**config.mk**
```make
export PLATFORM = sky130hd
export DESIGN_NAME = tone_i2s_speaker
export DESIGN_NICKNAME = d
export VERILOG_FILES = /design/src/rtl/tone_i2s_speaker.sv
export SDC_FILE = /design/constraint.sdc
export NUM_CORES = 1
export LEC_CHECK = 0
export BUFFER_PORTS_ARGS = -buffer_cell sky130_fd_sc_hd__buf_2
export CORE_UTILIZATION = 62
export DETAILED_ROUTE_END_ITERATION = 8
export PLACE_DENSITY = 0.88
export SLEW_MARGIN = 20
export SYNTH_ARGS = -nofsm -noshare
export SYNTH_HDL_FRONTEND = slang
export SYNTH_SLANG_ARGS = --single-unit
```
**constraint.sdc**
```tcl
create_clock -name clk -period 9.9 [get_ports clk]
set_input_delay 1.98 -clock clk [delete_from_list [all_inputs] [get_ports clk]]
set_output_delay 1.98 -clock clk [all_outputs]
set_load 0.1 [all_outputs]
```
**src/rtl/tone_i2s_speaker.sv**
```systemverilog
// Stereo square-wave tone synthesiser feeding a Pmod I2S DAC.
// Owns the DAC clock divider, per-channel phase accumulators, frame latch and serializer.
module tone_i2s_speaker #(
    parameter int unsigned CLK_HZ  = 100_000_000,
    parameter int unsigned SIL_MIN = 20_000
) (
    input  logic        clk,
    input  logic        rst,
    input  logic        en,
    input  logic [31:0] toneL,
    input  logic [31:0] toneR,
    input  logic [2:0]  volume,
    output logic        audio_mclk,
    output logic        audio_lrck,
    output logic        audio_sck,
    output logic        audio_sdin,
    output logic        sq_l,
    output logic        sq_r
);

    typedef struct packed {
        logic [31:0] acc;
        logic        sq;
    } tone_t;

    // Accumulates 2*f per clk modulo CLK_HZ; each wrap is one half-period of the square wave.
    function automatic tone_t tone_step(input tone_t cur, input logic [31:0] tone, input logic silent);
        tone_t       nxt;
        logic [32:0] s;
        nxt = cur;
        s   = {1'b0, cur.acc} + {tone, 1'b0};
        if (silent) begin
            nxt = '0;
        end else if (s >= 33'(CLK_HZ)) begin
            nxt.acc = 32'(s - 33'(CLK_HZ));
            nxt.sq  = ~cur.sq;
        end else begin
            nxt.acc = s[31:0];
        end
        return nxt;
    endfunction

    function automatic logic [15:0] amplitude(input logic [2:0] vol);
        case (vol)
            3'd0:    return 16'h0000;
            3'd1:    return 16'h0400;
            3'd2:    return 16'h0800;
            3'd3:    return 16'h1000;
            3'd4:    return 16'h2000;
            default: return 16'h4000;
        endcase
    endfunction

    function automatic logic [15:0] sample(input logic sq, input logic silent, input logic [15:0] amp);
        if (silent) return 16'h0000;
        return sq ? amp : (~amp + 16'd1);
    endfunction

    logic [9:0]  cnt_q, cnt_d;
    tone_t       tl_q, tl_d, tr_q, tr_d;
    logic [15:0] frame_l_q, frame_l_d, frame_r_q, frame_r_d;
    logic        sdin_q, sdin_d;

    logic        silent_l, silent_r;
    logic [15:0] amp;
    logic [4:0]  slot;
    logic [15:0] word;

    assign silent_l = !en || (toneL == 32'd0) || (toneL >= SIL_MIN);
    assign silent_r = !en || (toneR == 32'd0) || (toneR >= SIL_MIN);
    assign amp      = amplitude(volume);

    always_comb begin
        cnt_d     = cnt_q + 10'd1;
        tl_d      = tone_step(tl_q, toneL, silent_l);
        tr_d      = tone_step(tr_q, toneR, silent_r);
        frame_l_d = frame_l_q;
        frame_r_d = frame_r_q;
        if (cnt_q == 10'd1023) begin
            frame_l_d = sample(tl_q.sq, silent_l, amp);
            frame_r_d = sample(tr_q.sq, silent_r, amp);
        end
        // NOTE: sdin is registered, so it is computed for the count it will hold next (cnt_d);
        // slot 0 is always zero, which hides the frame register update at the wrap.
        slot   = cnt_d[8:4];
        word   = cnt_d[9] ? frame_r_q : frame_l_q;
        sdin_d = 1'b0;
        if (slot >= 5'd1 && slot <= 5'd16) begin
            sdin_d = word[4'(5'd16 - slot)];
        end
    end

    // NOTE: sequential state uses non-blocking assignments so every flop samples pre-edge values.
    always_ff @(posedge clk or posedge rst) begin
        if (rst) begin
            cnt_q     <= '0;
            tl_q      <= '0;
            tr_q      <= '0;
            frame_l_q <= '0;
            frame_r_q <= '0;
            sdin_q    <= 1'b0;
        end else begin
            cnt_q     <= cnt_d;
            tl_q      <= tl_d;
            tr_q      <= tr_d;
            frame_l_q <= frame_l_d;
            frame_r_q <= frame_r_d;
            sdin_q    <= sdin_d;
        end
    end

    assign audio_mclk = cnt_q[1];
    assign audio_sck  = cnt_q[3];
    assign audio_lrck = cnt_q[9];
    assign audio_sdin = sdin_q;
    assign sq_l       = tl_q.sq;
    assign sq_r       = tr_q.sq;

endmodule

```
Word-level counts from Yosys, hierarchy flattened. Cells that the tools add are included.

$add $sub $neg: 7. Magnitude comparators: 7. Equality and inequality tests: 5. Muxes and demuxes: 21. Bitwise gates (word level): 3. Reduce and logical (&&, ||, !) cells: 11.

Operators with widths (count): 16-bit 2-to-1 mux (7); 15-bit one-hot mux with 5 select lines (1); 32-bit by 33-bit adder with 33-bit output (2); 33-bit by 27-bit greater-or-equal comparator with 1-bit output (second input constant) (2); 33-bit 2-to-1 mux (2); 32-bit by 15-bit greater-or-equal comparator with 1-bit output (second input constant) (2); 32-bit logical NOT (2); 32-bit 2-to-1 mux (2); 32-bit by 27-bit subtractor with 32-bit output (second input constant) (2); 16-bit by 1-bit adder with 16-bit output (second input constant) (1); 16-bit inverter (1); 10-bit by 1-bit adder with 10-bit output (second input constant) (1); 10-bit == test (second input constant) (1); 1-bit 2-to-1 mux (8); 3-bit by 2-bit == test with 1-bit output (second input constant) (2); 5-bit by 1-bit greater-or-equal comparator with 1-bit output (second input constant) (1); 5-bit less-or-equal comparator (second input constant) (1); 4-bit by 5-bit less-than comparator with 1-bit output (second input constant) (1); 1-bit binary-select mux with 4-bit select (1); 1-bit logical OR (4); 2-bit nonzero test (2); 1-bit by 4-bit subtractor with 4-bit output (first input constant) (1); 3-bit by 1-bit == test with 1-bit output (second input constant) (1); 3-bit == test (second input constant) (1); other kinds (4) (5).

Register bits after elaboration: 109. Input bits: 70. Output and inout bits: 6. Word-level logic and storage cells: 62.

Logic depth before layout (Yosys ltp). Gate-level depths: netlist (run 1).

Depth after elaboration: 6. Depth in mapped cells: 17.

Worst setup path after synthesis (run 1). OpenSTA, ideal clock, no wires.

Path type: input to register. Start: in toneR[0]. End: reg tr_q[25] (netlist bit). Setup time: 0.132 ns. Data arrival time: 5.107 ns. Data required time: 9.768 ns. Path slack: 4.662 ns. Cell stages on the path: 14. Path buffers: 1. Cells stage by stage: ha_1 -> fa_1 -> a211oi_2 -> o211ai_1 -> a211oi_2 -> xor2_1 -> a2111oi_4 -> nand4b_1 -> nor4_2 -> o2111ai_2 -> buf_6 -> a211oi_1 -> xor2_1 -> nor2_1.

RTL lines: start: declaration (line 11) `input logic [31:0] toneR,`; end signal: assignment (line 105) `tr_q <= tr_d;`; end: declaration (line 60) `tone_t tl_q, tl_d, tr_q, tr_d;`.

==> results of run 1 <==
synth_stat cells (5+ instances only):
| master | n | area [um^2] |
|---|---|---|
| nand4b_1 | 5 | 43.79 |
| nor2b_1 | 15 | 93.84 |
| buf_2 | 15 | 75.07 |
| or2_2 | 5 | 31.28 |
| dfrtp_1 | 87 | 2177 |
| o21ai_0 | 48 | 240.2 |
| nand3_1 | 20 | 100.1 |
| xnor2_1 | 44 | 385.4 |
| clkbuf_1 | 21 | 78.83 |
| o211ai_1 | 18 | 135.1 |
| o21a_1 | 8 | 60.06 |
| a21oi_1 | 84 | 420.4 |
| and3_1 | 14 | 87.58 |
| nand4_1 | 25 | 156.4 |
| and4_1 | 6 | 52.55 |
| xor2_1 | 52 | 455.4 |
| a211oi_1 | 16 | 120.1 |
| a21oi_2 | 6 | 52.55 |
| inv_1 | 28 | 105.1 |
| o31ai_1 | 14 | 105.1 |
| o2111ai_1 | 5 | 43.79 |
| or3_1 | 6 | 37.54 |
| and2_1 | 9 | 56.30 |
| nand2_1 | 101 | 379.1 |
| a21o_1 | 30 | 225.2 |
| a31oi_1 | 12 | 75.07 |
| a211oi_2 | 7 | 87.58 |
| nor3_1 | 24 | 120.1 |
| nor4_1 | 18 | 112.6 |
| o21bai_1 | 8 | 60.06 |
| nor2_1 | 130 | 488.0 |
| mux2i_1 | 9 | 90.09 |
| ha_1 | 70 | 875.8 |
kinds of logic after synthesis:
| logic type | after synthesis | synth area share [%] |
|---|---|---|
| adders and majority gates | 72 | 10.34 |
| buffers and inverters | 73 | 3.757 |
| AOI/OAI and AO/OA | 328 | 26.77 |
| DFF | 87 | 24.58 |
| and+or+nand+nor | 409 | 23.16 |
| muxes | 13 | 1.907 |
| xor gates and xnor gates | 96 | 9.492 |
routing by layer:
metal | share of wire [%] | global-route usage, % | vias up | routed length [um]
met2 | 48 | 54.37 | 370 | 11340
met4 | 3.8 | 16.05 | 0 | 907
met1 | 42 | 41.33 | 4086 | 9954
li1 | - | - | 4096 | -
met3 | 5.9 | 3.558 | 69 | 1401
met5 | 0 | 0 | - | 0
state kept, by name, summed over array words and instances (netlist names):
signal / flops
cnt_q: 10
frame_r_q: 6
sq_r: 1
tl_q: 31
sq_l: 1
audio_sdin: 1
frame_l_q: 6
tr_q: 31
critical path: cells and delay by family:
| family | cells | cell delay (ns) |
|---|---|---|
| AO/OA/AOI/OAI | 6 | 2.32 |
| AND/OR/NAND/NOR | 3 | 0.65 |
| adder cells (fa/ha/maj) | 2 | 0.64 |
| XOR/XNOR | 2 | 0.39 |
| buffers and inverters | 1 | 0.11 |
power by group through the flow:
stage,combinational (mW),sequential (mW),clock [mW]
floorplan,0.116,0.362,0
global placement,0.159,0.362,0
detailed placement,0.162,0.362,0
CTS,0.163,0.355,0.355
global route,0.182,0.355,0.368
finish,0.166,0.355,0.352
through the flow:
step / total power, mW / utilization, % / hold slack (ns)
floorplan: 0.4780 / - / 0.4323
finish: 0.8728 / 68.61 / 0.4786
global route: 0.9043 / 68.61 / 0.4928
global placement: 0.5207 / 66.47 / 0.4547
detailed placement: 0.5239 / 66.47 / 0.4585
CTS: 0.8732 / 68.61 / 0.4764
area by class of cell:
class | instances | share of cell area (%)
multi-input combinational | 918 | 66.40
sequential | 87 | 22.77
timing repair buffer | 79 | 4.240
clock buffer | 9 | 2.356
tap | 180 | 2.356
inverter | 28 | 1.112
clock inverter | 7 | 0.7591
path summary, 6_finish.rpt:
kind                          startpoint             to  slack [ns]  depth (start not counted)
max                             toneR[0]       tr_q[12]        4.03                         14
min                        frame_l_q[15]  frame_l_q[15]        0.48                          2
max reg2reg                      tr_q[2]       tr_q[12]        5.40                         13
min reg2reg                frame_l_q[15]  frame_l_q[15]        0.48                          2
max in group asynchronous            rst        tr_q[4]        7.13                          3
min in group asynchronous            rst       cnt_q[3]        1.55                          2
==> flow_summary.yaml, run 1 <==
outcome:
  outcome: "complete, no violations"
clocking:
  worstSkewPairLatency_ns: 0.36
  cts.sinks: 87
  cts_hold_buf: 0
  path_clk_slew_ns: 0.08
  clockBufferDepth: 2
  cts_buffers: 9
  cts-root-buf: "clkbuf_16"
  htree_levels: 3
  cts_resized: 0
  cts_setup_buffers: 0
  cts_tree: "built"
timing:
  grt_setup_unrepaired: "no"
  tns_ns: 0
  max-slew-margin-rel_pct: 28.84
  drv_slew: 0
  fin_ws_ns: 4.030
  fin_crit_ns: 5.870
  setup_viol: 0
  hold_viol: 0
  tightest_slew_ns: 1.067
  clock_skew_ns: 0.01126
  period_share_pct: 59.29
  fmax_ghz: 0.1704
critical_path:
  cpMostUsedCell: "a211oi_2"
  endpoint_kind: "register"
  worstPathArrival_ns: 6.09
  crit_required_ns: 10.12
  path_cells: "buf_2, ha_1, fa_1, a211oi_2, o211ai_1, a211oi_2, xor2_1, a2111oi_4, nand4b_1, nor4_2, o2111ai_2, a2111oi_2, xnor2_1, nor2_1"
  worstSetupPathType: "in -> reg"
  cp_slowest_stage_delay_ns: 0.58
  worstPathMaxFanout: 21
  crit_slowest_cell: "o2111ai_2"
  start_kind: "input port"
place:
  hpwl_um: 18150
  pre_cts_slack_ns: 3.721
  gp_congestion: 0.9686
  portBuffers: 75
  dp_cells: 1292
  placedInstanceArea_um2: 9263
final_layout:
  fin_nets: 1265
  mostFrequentLayoutCell: "nor2_1"
  drive_above_1_share_pct: 13.65
  seq_area_um2: 2177
  final_cells: 1308
  fin_area_um2: 9560
  syn2layout_area_growth_pct: 7.924
  antenna_cells: 0
  final_cell_mix: "130 x nor2_1, 101 x nand2_1, 87 x dfrtp_1, 84 x a21oi_1, 75 x buf_2"
  multiInputGateArea_um2: 6349
  fill_cells: 1157
run:
  cap_violations: 0
worst_hold_path:
  hold_path_class: "reg -> reg"
die:
  rows: 43
  io_pins: 76
  initial_core_util_pct: 63.57
  die_x_um: 121.5
  fp.dieH_um: 121.5
  dieArea_um2: 14770
  core_um2: 13930
grt:
  overflow: 0
  grt_first_pass_wirelength_um: 37790
  grt_pass1_vias: 7952
  grt_max_degree: 72
  track_usage_pct: 32.35
  antenna_found_initial: 0
drt:
  initialDrtViolationCount: 865
  route.detailed.drc: 0
  drt_wl_total_um: 23600
  drtPass1Iterations: 6
  drt-wirelength-per-cell_um: 18.04
  via_count: 8621
  drtAntennaViolNets: 0
  vias_per_cell: 6.591
yosys:
  ys_ff_latch: 87
  ys_seq_area_share_pct: 24.58
  syn_inst: 1078
  synth_flop_cell: "dfrtp_1"
  synth_cell_types: 93
  synth_edf_count: 0
  async_flop_share_pct: 100.0
  synth_warnings: 0
  avgSynthCellArea_um2: 8.218
  syn_nets: 1220
  synthesis.area_um2: 8858
power:
  p_sw_uw: 277.2
  combPwrFrac_pct: 19.0
  sw_frac_of_total_pct: 31.76
  seqPwrFrac_pct: 40.7
  vdd_drop_max_mv: 0.07156
  cellLeakagePower_nw: 4.381
  power_density_nw_per_um2: 91.29
  clock_power_share_pct: 40.3
  internal_power_uw: 595.6
(Power assumes the default switching activity.)
==> run 2: changes to the inputs <==
--- a/config.mk
+++ b/config.mk
@@ -6,9 +6,9 @@
 export NUM_CORES = 1
 export LEC_CHECK = 0
 export BUFFER_PORTS_ARGS = -buffer_cell sky130_fd_sc_hd__buf_2
-export CORE_UTILIZATION = 62
+export CORE_UTILIZATION = 56
 export DETAILED_ROUTE_END_ITERATION = 8
-export PLACE_DENSITY = 0.88
+export PLACE_DENSITY = 0.85
 export SLEW_MARGIN = 20
 export SYNTH_ARGS = -nofsm -noshare
 export SYNTH_HDL_FRONTEND = slang
==> constraint.sdc (replaced) <==
create_clock -name clk -period 5.2 [get_ports clk]
set_input_delay 1.04 -clock clk [delete_from_list [all_inputs] [get_ports clk]]
set_output_delay 1.04 -clock clk [all_outputs]
set_load 0.1 [all_outputs]
==> flow_summary.yaml, run 2 (synthesis results as in run 1) <==
critical_path:
  crit_required_ns: 5.43
  cp_slowest_stage_delay_ns: 0.59
  critPathTopFamily: "simple AND/OR/NAND/NOR gates"
  endpoint_kind: "register"
  reg2reg_depth: 16
  path_depth: 18
  crit_slowest_cell: "or4_1"
  path_cells: "buf_2, ha_1, fa_1, a211oi_2, o21ai_2, nand3_1, nand2_1, xor2_1, inv_1, ha_1, nand4_1, or4_1, nor4_2, o2111ai_2, buf_4, a211oi_1, xor2_1, nor2_1"
  worstPathArrival_ns: 4.69
  worstPathMaxFanout: 12
  timing.rr.start: "tr_q[3]"
  crit_buf_inv: 3
  start_kind: "input port"
  worstSetupPathType: "in -> reg"
  critPathLaunch: "toneR[0]"
timing:
  period_share_pct: 85.77
  clock_skew_ns: 0.01223
  setup_viol: 0
  drv_slew: 0
  tightest_slew_ns: 0.8682
  fmax_ghz: 0.2242
  tns_ns: 0
  fin_crit_ns: 4.460
  fin_ws_ns: 0.7398
  holdWs_ns: 0.4717
  max-slew-margin-rel_pct: 42.05
  grt_setup_unrepaired: "no"
  hold_viol: 0
final_layout:
  multiInputGateArea_um2: 6349
  antenna_cells: 0
  top_regs: "tl_q: 31 flops, tr_q: 31 flops, cnt_q: 10 flops"
  fin_nets: 1274
  fill_cells: 1338
  syn2layout_area_growth_pct: 9.167
  final_cells: 1348
  final_cell_mix: "130 x nor2_1, 101 x nand2_1, 87 x dfrtp_1, 84 x a21oi_1, 75 x buf_2"
  drive_above_1_share_pct: 14.34
  seq_area_um2: 2177
  mostFrequentLayoutCell: "nor2_1"
  fin_util_pct: 63.15
drt:
  initialDrtViolationCount: 658
  drt_wl_total_um: 23460
  route.detailed.drc: 0
  drtPass1Iterations: 5
  drtAntennaViolNets: 0
  drt-wirelength-per-cell_um: 17.40
  via_count: 8470
  vias_per_cell: 6.283
grt:
  grtUsageMet1_pct: 38.17
  overflow: 0
  grt_pass1_vias: 8058
  grt_max_degree: 49
  track_usage_pct: 29.72
  grt_use_met2_pct: 49.65
  antenna_found_initial: 0
  grt_first_pass_wirelength_um: 38780
  use_met3_pct: 4.382
  grt_busiest_layer: "met2"
place:
  hpwl_um: 18230
  pre_cts_slack_ns: 0.3999
  portBuffers: 75
  gp_congestion: 0.9736
  dp_cells: 1332
clocking:
  cts_setup_buffers: 0
  cts_resized: 0
  cts_tree: "built"
  cts_buffers: 9
  cts-root-buf: "clkbuf_16"
  cts.sinks: 87
  path_clk_slew_ns: 0.07
  cts_hold_buf: 0
  clockBufferDepth: 2
  htree_levels: 3
  worstSkewPairLatency_ns: 0.36
die:
  initial_core_util_pct: 57.84
  die_x_um: 127.8
  core_um2: 15310
  fp.dieH_um: 127.8
  io_pins: 76
  rows: 45
  dieArea_um2: 16330
worst_hold_path:
  holdPathStages: 1
  hold_path_class: "reg -> reg"
  holdCritStartpoint: "cnt_q[0]"
power:
  power_density_nw_per_um2: 171.3
  vdd_drop_max_mv: 0.2072
  cellLeakagePower_nw: 4.428
run:
  cap_violations: 0
outcome:
  outcome: "complete, no violations"
==> run 2: area by class of cell <==
cell class | count | area share (%)
multi-input cells | 918 | 65.65
flip-flops and latches | 87 | 22.51
repair buffers | 88 | 4.891
well taps | 211 | 2.730
clock buffers | 9 | 2.329
inverters | 28 | 1.100
clock inverters | 7 | 0.7892
==> run 2: per-stage QoR <==
step,power [mW],area [um^2]
floorplan,0.9101,8859
global placement,0.9945,9369
detailed placement,0.9988,9369
CTS,1.671,9671
global route,1.730,9671
finish,1.657,9671
==> run 2: per-layer routing <==
| layer | up-vias | routed length, um | share of wire [%] |
|---|---|---|---|
| li1 | 4132 | - | - |
| met1 | 3958 | 10030 | 43 |
| met2 | 322 | 11170 | 48 |
| met4 | 0 | 781 | 3.3 |
| met5 | - | 0 | 0 |
| met3 | 58 | 1474 | 6.3 |
==> run 2: final timing paths <==
kind | end | slack [ns]
max in group asynchronous | tl_q[13] | 3.31
worst min register to register | cnt_q[0] | 0.47
worst min-delay path | cnt_q[0] | 0.47
worst max register to register | tr_q[16] | 1.16
min in group asynchronous | tr_q[26] | 0.83
worst max-delay path | tr_q[16] | 0.74
==> run 2: report_power, final <==
part | total [mW] | switching [mW] | internal (mW)
Combinational | 0.316 | 0.197 | 0.119
Clock | 0.665 | 0.324 | 0.341
Sequential | 0.676 | 0.000000763 | 0.676
Total | 1.66 | 0.521 | 1.14
==> run 3: changes to the inputs <==
--- a/config.mk
+++ b/config.mk
@@ -6,9 +6,12 @@
 export NUM_CORES = 1
 export LEC_CHECK = 0
 export BUFFER_PORTS_ARGS = -buffer_cell sky130_fd_sc_hd__buf_2
-export CORE_UTILIZATION = 56
+export CORE_MARGIN = 4
+export CORE_UTILIZATION = 57
+export CTS_BUF_LIST = sky130_fd_sc_hd__clkbuf_8
 export DETAILED_ROUTE_END_ITERATION = 8
-export PLACE_DENSITY = 0.85
+export PLACE_DENSITY = 0.86
+export SKIP_LAST_GASP = 1
 export SLEW_MARGIN = 20
 export SYNTH_ARGS = -nofsm -noshare
 export SYNTH_HDL_FRONTEND = slang
==> flow_summary.yaml, run 3 (synthesis results as in run 1) <==
outcome:
  outcome: "complete, no violations"
drt:
  wl_met2_um: 11210
  drt-wirelength-per-cell_um: 17.80
  wl_met3_um: 1446
  top_layer: "met4"
  via_count: 8485
  drtPass1Iterations: 6
  initialDrtViolationCount: 629
  drt_wl_total_um: 23550
  met1Wirelength_um: 10170
  route.detailed.drc: 0
  vias_per_cell: 6.413
  drtAntennaViolNets: 0
grt:
  grt_first_pass_wirelength_um: 38750
  track_usage_pct: 26.46
  antenna_found_initial: 0
  grt_pass1_vias: 8074
  overflow: 0
  grt_max_degree: 45
power:
  combPwrFrac_pct: 20.7
  vdd_drop_max_mv: 0.1067
  p_sw_uw: 482.4
  internal_power_mw: 1.037
  seqPwrFrac_pct: 44.5
  clock_power_share_pct: 34.8
  cellLeakagePower_nw: 4.376
  power_mw: 1.520
  power_density_nw_per_um2: 159.3
  sw_frac_of_total_pct: 31.74
clocking:
  cts_setup_buffers: 0
  worstSkewPairLatency_ns: 0.40
  htree_levels: 3
  path_clk_slew_ns: 0.10
  cts_hold_buf: 0
  clockBufferDepth: 2
  cts.sinks: 87
  cts_tree: "built"
  cts-root-buf: "clkbuf_8"
  cts_resized: 0
  cts_buffers: 9
critical_path:
  crit_required_ns: 5.53
  worstPathArrival_ns: 4.85
  cp_slowest_stage_delay_ns: 0.45
  endpoint_kind: "register"
  worstPathMaxFanout: 8
  crit_buf_inv: 1
  start_kind: "input port"
  critPathTopFamily: "simple AND/OR/NAND/NOR gates"
  crit_slowest_cell: "fa_1"
  path_cells: "buf_2, ha_1, fa_1, a21o_1, a21oi_1, nor2_1, nor2_1, xor2_1, ha_1, and4_1, nand4_1, nor4bb_1, nand4bb_1, a21oi_2, or2_1, and4_1, o21ba_1"
  worstSetupPathType: "in -> reg"
timing:
  clock_skew_ns: 0.02064
  drv_slew: 0
  hold_viol: 0
  grt_setup_unrepaired: "no"
  period_share_pct: 86.93
  setup_viol: 0
  tightest_slew_ns: 0.8466
  fin_ws_ns: 0.6798
  fin_crit_ns: 4.520
  tns_ns: 0
  max-slew-margin-rel_pct: 43.04
  fmax_ghz: 0.2212
die:
  rows: 45
  initial_core_util_pct: 58.27
  fp.dieH_um: 132.7
  die_x_um: 132.7
  io_pins: 76
  core_um2: 15200
  dieArea_um2: 17600
final_layout:
  top_regs: "tl_q: 31 flops, tr_q: 31 flops, cnt_q: 10 flops"
  fill_cells: 1343
  antenna_cells: 0
  syn2layout_area_growth_pct: 7.670
  final_cells: 1323
  drive_above_1_share_pct: 14.19
  final_cell_mix: "130 x nor2_1, 101 x nand2_1, 87 x dfrtp_1, 84 x a21oi_1, 75 x buf_2"
  mostFrequentLayoutCell: "nor2_1"
  fin_nets: 1272
place:
  dp_cells: 1307
  gp_congestion: 0.9755
  pre_cts_slack_ns: 0.3500
  portBuffers: 75
  hpwl_um: 18430
worst_hold_path:
  hold_path_class: "reg -> reg"
run:
  cap_violations: 0
==> run 3: cell types whose count changed in the layout (fill, tap and decap cells not counted), sizes merged <==
cell / previous run / this run
buf: 88 / 86
clkinvlp: 0 / 1
clkinv: 5 / 2
clkbuf: 9 / 10
bufinv: 0 / 1
==> run 3: area by class of cell <==
cell class | count | area, um^2 | area share (%)
Clock buffer | 10 | 137.6 | 1.443
Multi-Input combinational cell | 918 | 6349 | 66.56
Sequential cell | 87 | 2177 | 22.83
Tap cell | 188 | 235.2 | 2.466
Clock inverter | 6 | 75.07 | 0.7871
Timing Repair Buffer | 86 | 457.9 | 4.801
Inverter | 28 | 106.4 | 1.115
==> run 3: final timing paths <==
kind,from,end,slack (ns),cells past startpoint
min,cnt_q[0],cnt_q[0],0.47,1
max,toneL[0],tl_q[29],0.68,17
min in group asynchronous,rst,tl_q[25],0.74,2
max in group asynchronous,rst,tr_q[16],3.42,3
max reg2reg,tl_q[2],tl_q[29],1.08,16
min reg2reg,cnt_q[0],cnt_q[0],0.47,1
==> run 3: layer usage <==
layer,GRT usage [%],up-vias
met5,0,-
met4,9.584,0
met3,4.297,58
met2,43.65,282
met1,35.22,4030
li1,-,4115
==> run 3: power by group through the flow <==
stage	Clock, mW	Sequential [mW]	Combinational [mW]
after floorplan	0	0.689	0.221
after global placement	0	0.689	0.304
after detailed placement	0	0.689	0.309
after CTS	0.537	0.676	0.311
after global routing	0.566	0.676	0.349
final	0.529	0.676	0.315
==> run 3: stage by stage <==
step / utilization (%) / area [um^2] / hold WS [ns]
floorplan: - / 8859 / 0.4323
global placement: 61.34 / 9325 / 0.4541
detailed placement: 61.34 / 9325 / 0.4607
CTS: 62.74 / 9538 / 0.4751
global route: 62.74 / 9538 / 0.5039
finish: 62.74 / 9538 / 0.4734
